## config.mk

```make
export PLATFORM = sky130hd
export DESIGN_NAME = ifu
export DESIGN_NICKNAME = d
export VERILOG_FILES = /design/src/rtl/ifu.sv
export SDC_FILE = /design/constraint.sdc
export NUM_CORES = 1
export LEC_CHECK = 0
export BUFFER_PORTS_ARGS = -buffer_cell sky130_fd_sc_hd__buf_2
export CAP_MARGIN = 20
export CORE_MARGIN = 1.5
export CORE_UTILIZATION = 45
export CTS_CLUSTER_DIAMETER = 100
export DETAILED_ROUTE_END_ITERATION = 7
export GPL_TIMING_DRIVEN = 0
export PLACE_DENSITY = 0.68
export REMOVE_ABC_BUFFERS = 1
export SLEW_MARGIN = 20
export SYNTH_ARGS = -nofsm -noshare
export SYNTH_HDL_FRONTEND = slang
export SYNTH_SLANG_ARGS = --single-unit
```

## constraint.sdc

```tcl
create_clock -name clk -period 5.8 [get_ports clk]
set_clock_uncertainty 0.15 [all_clocks]
set_input_delay 0.58 -clock clk [delete_from_list [all_inputs] [get_ports clk]]
set_output_delay 0.58 -clock clk [all_outputs]
set_load 0.05 [all_outputs]
```

## src/rtl/ifu.sv

```systemverilog
// Instruction fetch unit: PC register, next-PC select and the IF/ID pipeline register.
// Redirects are resolved from the IF/ID contents, so the delay slot falls out naturally.
module ifu #(
    parameter logic [31:0] PC_RESET = 32'h0000_3000,
    parameter logic [31:0] PC_LIMIT = 32'h0000_3FFC
) (
    input  logic        clk,
    input  logic        reset,
    input  logic        stall,
    input  logic [1:0]  npc_op,
    input  logic        br_cond,
    input  logic [31:0] jr_target,
    output logic [31:0] pc_f,
    input  logic [31:0] instr_f,
    output logic [31:0] instr_d,
    output logic [31:0] pc_d,
    output logic [31:0] pc8_d,
    output logic        exc_d
);

    logic [31:0] pc_seq;
    logic [31:0] pc_d4;
    logic [31:0] br_off;
    logic [31:0] pc_next;
    logic        fault;

    // Only registered state and the D-stage controls feed pc_next; instr_f never does.
    always_comb begin
        pc_seq = pc_f + 32'd4;
        pc_d4  = pc_d + 32'd4;
        br_off = {{14{instr_d[15]}}, instr_d[15:0], 2'b00};
        case (npc_op)
            2'b00:   pc_next = pc_seq;
            2'b01:   pc_next = br_cond ? (pc_d4 + br_off) : pc_seq;
            2'b10:   pc_next = {pc_d4[31:28], instr_d[25:0], 2'b00};
            default: pc_next = jr_target;
        endcase
    end

    assign fault = (pc_f[1:0] != 2'b00) || (pc_f < PC_RESET) || (pc_f > PC_LIMIT);

    always_ff @(posedge clk) begin
        if (reset) begin
            pc_f    <= PC_RESET;
            instr_d <= 32'd0;
            pc_d    <= 32'd0;
            pc8_d   <= 32'd0;
            exc_d   <= 1'b0;
        end else if (!stall) begin
            // A faulting fetch still advances; pc_d keeps the bad address for EPC.
            pc_f    <= pc_next;
            instr_d <= fault ? 32'd0 : instr_f;
            pc_d    <= pc_f;
            pc8_d   <= pc_f + 32'd8;
            exc_d   <= fault;
        end
    end

endmodule

```

# Word level (Yosys, flattened, before mapping)
# Cells that the tools add are included.
# classes
add_sub_neg,4
eq_ne,2
mux,3
n_lt_le_gt_ge,2
n_reduce_logical,4
# op_table
operator,count
32-bit case mux with 3 select lines,1
32-bit by 3-bit adder with 32-bit output (second input constant),2
32-bit 2-to-1 mux,2
32-bit adder,1
32-bit by 4-bit adder with 32-bit output (second input constant),1
32-bit by 14-bit greater-than comparator with 1-bit output (second input constant),1
32-bit by 14-bit less-than comparator with 1-bit output (second input constant),1
2-bit by 1-bit == test with 1-bit output (second input constant),1
2-bit == test (second input constant),1
2-bit logical NOT,1
1-bit logical OR,2
2-bit nonzero test,1
# word_totals
regBits,129
out_inout_bits,129

# Logic depth before layout (Yosys ltp)
# logic_depth
ltp_word,4
ltp_mapped,16
ltp_nobuf,15

# Worst setup path before layout
# Ideal clock, no wire load.
# synth_path
path_kind,register -> register
start,register pc_d[2]
end,register pc_f[30]
t_arrival_ns,3.873
setup_time_ns,0.103
t_required_ns,5.547
path_slack_ns,1.674
period_less_slack_ns,4.126
path_stages_with_launch,16
path_buffers,0
path_cell_list,dfxtp_1 ha_1 nand2_1 or3_1 or2_2 nor2_1 xor2_1 ha_1 and2_1 a2111oi_0 nor2_1 nor3b_1 a21oi_1 a31oi_1 nor2_1 a2111oi_2
# synth_via
elab_chain_len,4
# synth_lines
element,line_no,source
start: declaration,16,"output logic [31:0] pc_d,"
start signal: assignment,53,pc_d <= pc_f;
32-bit by 3-bit adder with 32-bit output *,30,pc_d4 = pc_d + 32'd4;
32-bit adder,34,2'b01: pc_next = br_cond ? (pc_d4 + br_off) : pc_seq;
32-bit 2-to-1 mux,34,
32-bit case mux with 3 select lines *,32,case (npc_op)
end signal: assignment,51,pc_f <= pc_next;
end: declaration,13,"output logic [31:0] pc_f,"
# Every way passes the cells marked *; elsewhere a longest branch is shown, timed or not.
# A chain may end at the register's enable or synchronous reset.

# Final worst setup path
# layout_path
start,register pc_d[4]
end,register pc_f[30]
# Same word-level chain as after synthesis.

==> metrics.txt <==
# TYPE chip_impl_metric gauge
chip_impl_metric{name="dp_hpwl",unit="um"} 20100
chip_impl_metric{name="final_design_area_no_fill",unit="sq um"} 10200
chip_impl_metric{name="synth.avg_cell_area",unit="sq um"} 7.82
chip_impl_metric{name="netlist_instances",unit=""} 1115
chip_impl_info{name="synth.area.top_cells",value="sky130_fd_sc_hd__dfxtp_1 (29%), sky130_fd_sc_hd__nor2_1 (7.4%), sky130_fd_sc_hd__xnor2_1 (6.3%)"} 1
chip_impl_metric{name="gr-total-overflow",unit=""} 0
chip_impl_metric{name="report.final.slew_viol_count",unit=""} 0
chip_impl_metric{name="dieArea",unit="sq um"} 20200
chip_impl_metric{name="post_cts_resize_count",unit=""} 0
chip_impl_info{name="min_from",value="instr_f[7]"} 1
chip_impl_metric{name="cts.repair_timing.setup_buffer_count",unit=""} 0
chip_impl_metric{name="syn-cell-area",unit="sq um"} 8720
chip_impl_metric{name="worst_slew_margin_rel",unit=""} 0.326
chip_impl_info{name="timing.rr.start",value="pc_d[4]"} 1
chip_impl_metric{name="grt_max_degree",unit=""} 105
chip_impl_metric{name="peak_ir_drop_on_the_vdd_network",unit="uV"} 199
chip_impl_info{name="grt.busiest_layer",value="met2"} 1
chip_impl_info{name="start_kind",value="flip-flop"} 1
chip_impl_metric{name="worst_r2r_path_depth",unit=""} 14
chip_impl_metric{name="max-cap-violations",unit=""} 0
chip_impl_metric{name="grt_use_met2",unit=""} 0.464
chip_impl_metric{name="routed-via-count",unit=""} 8857
chip_impl_metric{name="firstDrtPassIters",unit=""} 5
chip_impl_metric{name="global_route.usage.met3",unit=""} 0.0555
chip_impl_metric{name="clock_buffers_created_by_tritoncts",unit=""} 17
chip_impl_metric{name="initial_core_util",unit=""} 0.463
chip_impl_metric{name="synthArstFlopShare",unit=""} 0
chip_impl_metric{name="r2r_setup_slack",unit="ns"} 1.31
chip_impl_metric{name="clock-sinks",unit=""} 126
chip_impl_metric{name="path_clk_slew",unit="ns"} 0.07
chip_impl_metric{name="worst_pin_slew",unit="ns"} 1.01
chip_impl_metric{name="drt-vias-per-instance",unit=""} 5.81
chip_impl_metric{name="achievable-frequency",unit="GHz"} 0.223
chip_impl_metric{name="final_count_of_hold_timing_violations",unit=""} 0
chip_impl_metric{name="post_synth_edffs",unit=""} 0
chip_impl_metric{name="numPortBuffers",unit=""} 198
chip_impl_metric{name="area.sequential",unit="sq um"} 2520
chip_impl_metric{name="n_antenna_cell",unit=""} 0
chip_impl_info{name="crit_type",value="flip-flop to flip-flop"} 1
chip_impl_info{name="clock_tree.root_cell",value="sky130_fd_sc_hd__clkbuf_16"} 1
chip_impl_metric{name="setup-violations-final",unit=""} 0
chip_impl_metric{name="routedWlPerCell",unit="um"} 18.6
chip_impl_metric{name="cp_max_fo",unit=""} 9
chip_impl_metric{name="power_density",unit="nW/um^2"} 242
chip_impl_metric{name="wirelength",unit="um"} 28400
chip_impl_info{name="path_class_of_the_lowest_slack_min_delay_path",value="input port to flip-flop"} 1
chip_impl_metric{name="rows",unit=""} 50
chip_impl_metric{name="drcViolationCount",unit=""} 0
chip_impl_metric{name="fillers",unit=""} 1887
chip_impl_metric{name="detailed_place.area",unit="sq um"} 9650
chip_impl_info{name="synthFlopType",value="sky130_fd_sc_hd__dfxtp_1"} 1
chip_impl_metric{name="ant_nets",unit=""} 0
chip_impl_metric{name="place_congestion",unit=""} 0.887
chip_impl_info{name="critPathCaptureType",value="flip-flop"} 1
chip_impl_metric{name="cp_data_arrival_time",unit="ns"} 4.67
chip_impl_metric{name="grt.total_usage",unit=""} 0.281
chip_impl_metric{name="power_leakage",unit="nW"} 4.50
chip_impl_metric{name="yosysWarningCount",unit=""} 0
chip_impl_metric{name="detailedRoute.firstIterationViolations",unit=""} 774
chip_impl_info{name="synth.largest_area_cell",value="sky130_fd_sc_hd__dfxtp_1"} 1
chip_impl_metric{name="grt_pass1_wl",unit="um"} 44200
chip_impl_info{name="run_status",value="completed"} 1
chip_impl_metric{name="area_delta_synth_final",unit="%"} 17.5
chip_impl_metric{name="min_period_over_period",unit=""} 0.773
chip_impl_metric{name="multi_input_gate_area_in_the_final_layout",unit="sq um"} 5610
chip_impl_metric{name="coreArea",unit="sq um"} 18800
chip_impl_metric{name="ios",unit=""} 199
chip_impl_metric{name="synth.yosys.seq_area_share",unit=""} 0.289
chip_impl_metric{name="setup-tns-final",unit="ns"} 0
chip_impl_metric{name="first_global_vias",unit=""} 8082
chip_impl_info{name="worst_setup_path_startpoint",value="pc_d[4]"} 1
chip_impl_metric{name="postSynthRegisterBits",unit=""} 126
chip_impl_metric{name="cts_buffer_depth",unit=""} 2
chip_impl_info{name="reg2reg_to",value="pc_f[30]"} 1
chip_impl_metric{name="cts-hold-fix-buffers",unit=""} 0
chip_impl_metric{name="die-width",unit="um"} 142
chip_impl_metric{name="synth_largest_type_area_fraction",unit=""} 0.289
chip_impl_info{name="timing.critical_path.to",value="pc_f[30]"} 1
chip_impl_metric{name="clock_latency_reported_for_the_late_side_of_the_worst_skew_pair",unit="ns"} 0.43
chip_impl_metric{name="grt.met1_usage",unit=""} 0.369
chip_impl_metric{name="die_height",unit="um"} 142
chip_impl_metric{name="post_synth_cell_types",unit=""} 75
chip_impl_info{name="rsz0062_at_grt",value="no"} 1
chip_impl_metric{name="critical_path_required",unit="ns"} 5.98
chip_impl_info{name="cts_tree",value="built"} 1
chip_impl_metric{name="post_route_minimum_period",unit="ns"} 4.49
chip_impl_metric{name="post_route_cells_drive_above_1_share",unit=""} 0.207
chip_impl_metric{name="final_nets",unit=""} 1358
chip_impl_metric{name="antenna_violations_before_repair",unit=""} 0
chip_impl_metric{name="cts-htree-levels",unit=""} 4
[state kept, by name, indices dropped and copies added, names as in the netlist]
name	count
exc_d	1
instr_d	32
pc8_d	29
pc_d	32
pc_f	32
[layer usage]
metal  vias to the layer above  wire, um  part of all wire
met4                         0       630             0.022
met2                       339     13200              0.46
met5                         -         0                 0
met3                        40      1940             0.069
li1                       4251         -                 -
met1                      4227     12600              0.45
[worst min path at each step]
stage / end / slack [ns] / depth (start not counted)
floorplan: pc_f[30] / 0.50 / 1
global placement: pc8_d[19] / 0.30 / 2
detailed placement: pc8_d[19] / 0.30 / 2
CTS: instr_d[7] / 0.22 / 3
global route: instr_d[12] / 0.24 / 3
finish: instr_d[7] / 0.23 / 3
[stage by stage]
stage | power [mW] | hold WS [ns] | cells | setup slack [ns] | utilization
5_1_grt | 2.56 | 0.239 | 1525 | 0.922 | 0.544
3_3_place_gp | 1.38 | 0.297 | 1489 | -0.573 | 0.506
3_5_place_dp | 1.39 | 0.301 | 1493 | 1.47 | 0.512
6_report | 2.48 | 0.225 | 1525 | 1.31 | 0.544
4_1_cts | 2.49 | 0.220 | 1525 | 1.42 | 0.544
2_1_floorplan | 1.22 | 0.499 | 1031 | 1.33 | -
[cell families after synthesis]
family / count (synthesis) / share of synthesized area
adders and majority gates: 36 / 0.0525
DFF: 126 / 0.289
AOI/OAI and AO/OA: 263 / 0.196
buffers and inverters: 107 / 0.0686
and+or+nand+nor: 428 / 0.229
muxes: 58 / 0.0676
xor gates and xnor gates: 97 / 0.0975
[Yosys cell counts (10+ instances only)]
cell	number
sky130_fd_sc_hd__a22oi_1	32
sky130_fd_sc_hd__clkbuf_8	13
sky130_fd_sc_hd__a211oi_1	10
sky130_fd_sc_hd__nor2_1	171
sky130_fd_sc_hd__xnor2_1	63
sky130_fd_sc_hd__xor2_1	34
sky130_fd_sc_hd__buf_1	11
sky130_fd_sc_hd__o21ai_0	51
sky130_fd_sc_hd__a21oi_1	80
sky130_fd_sc_hd__and3_1	11
sky130_fd_sc_hd__mux2i_1	51
sky130_fd_sc_hd__o22ai_1	10
sky130_fd_sc_hd__nor3_1	22
sky130_fd_sc_hd__clkbuf_1	42
sky130_fd_sc_hd__nand4_1	27
sky130_fd_sc_hd__nor4_1	10
sky130_fd_sc_hd__nand3_1	31
sky130_fd_sc_hd__nand2_1	105
sky130_fd_sc_hd__dfxtp_1	126
sky130_fd_sc_hd__inv_1	22
sky130_fd_sc_hd__ha_1	35
sky130_fd_sc_hd__a21o_1	11
[critical path: stages (launching register included)]
cell                        delay (ns)
sky130_fd_sc_hd__dfxtp_1          0.48
sky130_fd_sc_hd__and4_1           0.28
sky130_fd_sc_hd__nand3_1          0.13
sky130_fd_sc_hd__nor3_2           0.72
sky130_fd_sc_hd__nand4_1          0.20
sky130_fd_sc_hd__xnor2_1          0.17
sky130_fd_sc_hd__ha_1             0.35
sky130_fd_sc_hd__and2_1           0.21
sky130_fd_sc_hd__a2111oi_0        0.62
sky130_fd_sc_hd__nor2_1           0.11
sky130_fd_sc_hd__nor3b_1          0.20
sky130_fd_sc_hd__a21oi_1          0.13
sky130_fd_sc_hd__a31oi_1          0.23
sky130_fd_sc_hd__nor2_1           0.09
sky130_fd_sc_hd__a2111oi_2        0.31
[final cells by class]
cell class / count / share of cell area
Timing Repair Buffer: 202 / 0.107
Clock inverter: 14 / 0.0155
Sequential cell: 126 / 0.246
Inverter: 23 / 0.00855
Tap cell: 260 / 0.0318
Clock buffer: 18 / 0.0429
Multi-Input combinational cell: 882 / 0.548
[layout by cell type (no fill, tap or decap), drive strengths merged, types with 4 or more instances in the layout]
master | synthesis | layout
a21o | 11 | 11
nor4 | 10 | 10
mux2 | 7 | 7
clkbuf | 56 | 18
nand2 | 105 | 105
inv | 22 | 26
o21bai | 4 | 4
clkinv | 1 | 4
a211oi | 10 | 10
nand3 | 31 | 31
or3 | 9 | 9
a22oi | 32 | 32
o22ai | 10 | 10
nor3 | 26 | 26
nor2 | 171 | 171
dfxtp | 126 | 126
o211ai | 6 | 6
a21oi | 80 | 80
nand4 | 28 | 28
xnor2 | 63 | 63
clkinvlp | 0 | 5
and3 | 11 | 11
or2 | 4 | 4
buf | 26 | 202
mux2i | 51 | 51
a31oi | 8 | 8
and4 | 6 | 6
nand2b | 9 | 9
nor2b | 5 | 5
ha | 35 | 35
a221oi | 10 | 10
a211o | 4 | 4
xor2 | 34 | 34
o21ai | 51 | 51
and2 | 7 | 7
a32oi | 4 | 4
[power by group]
group | internal, mW | leakage, nW | switching (mW) | total (mW)
Combinational | 0.130 | 3.20 | 0.287 | 0.418
Sequential | 0.898 | 1.02 | 0.0617 | 0.959
Clock | 0.651 | 0.276 | 0.453 | 1.10
No activity file was read; power rests on OpenSTA's default activity.
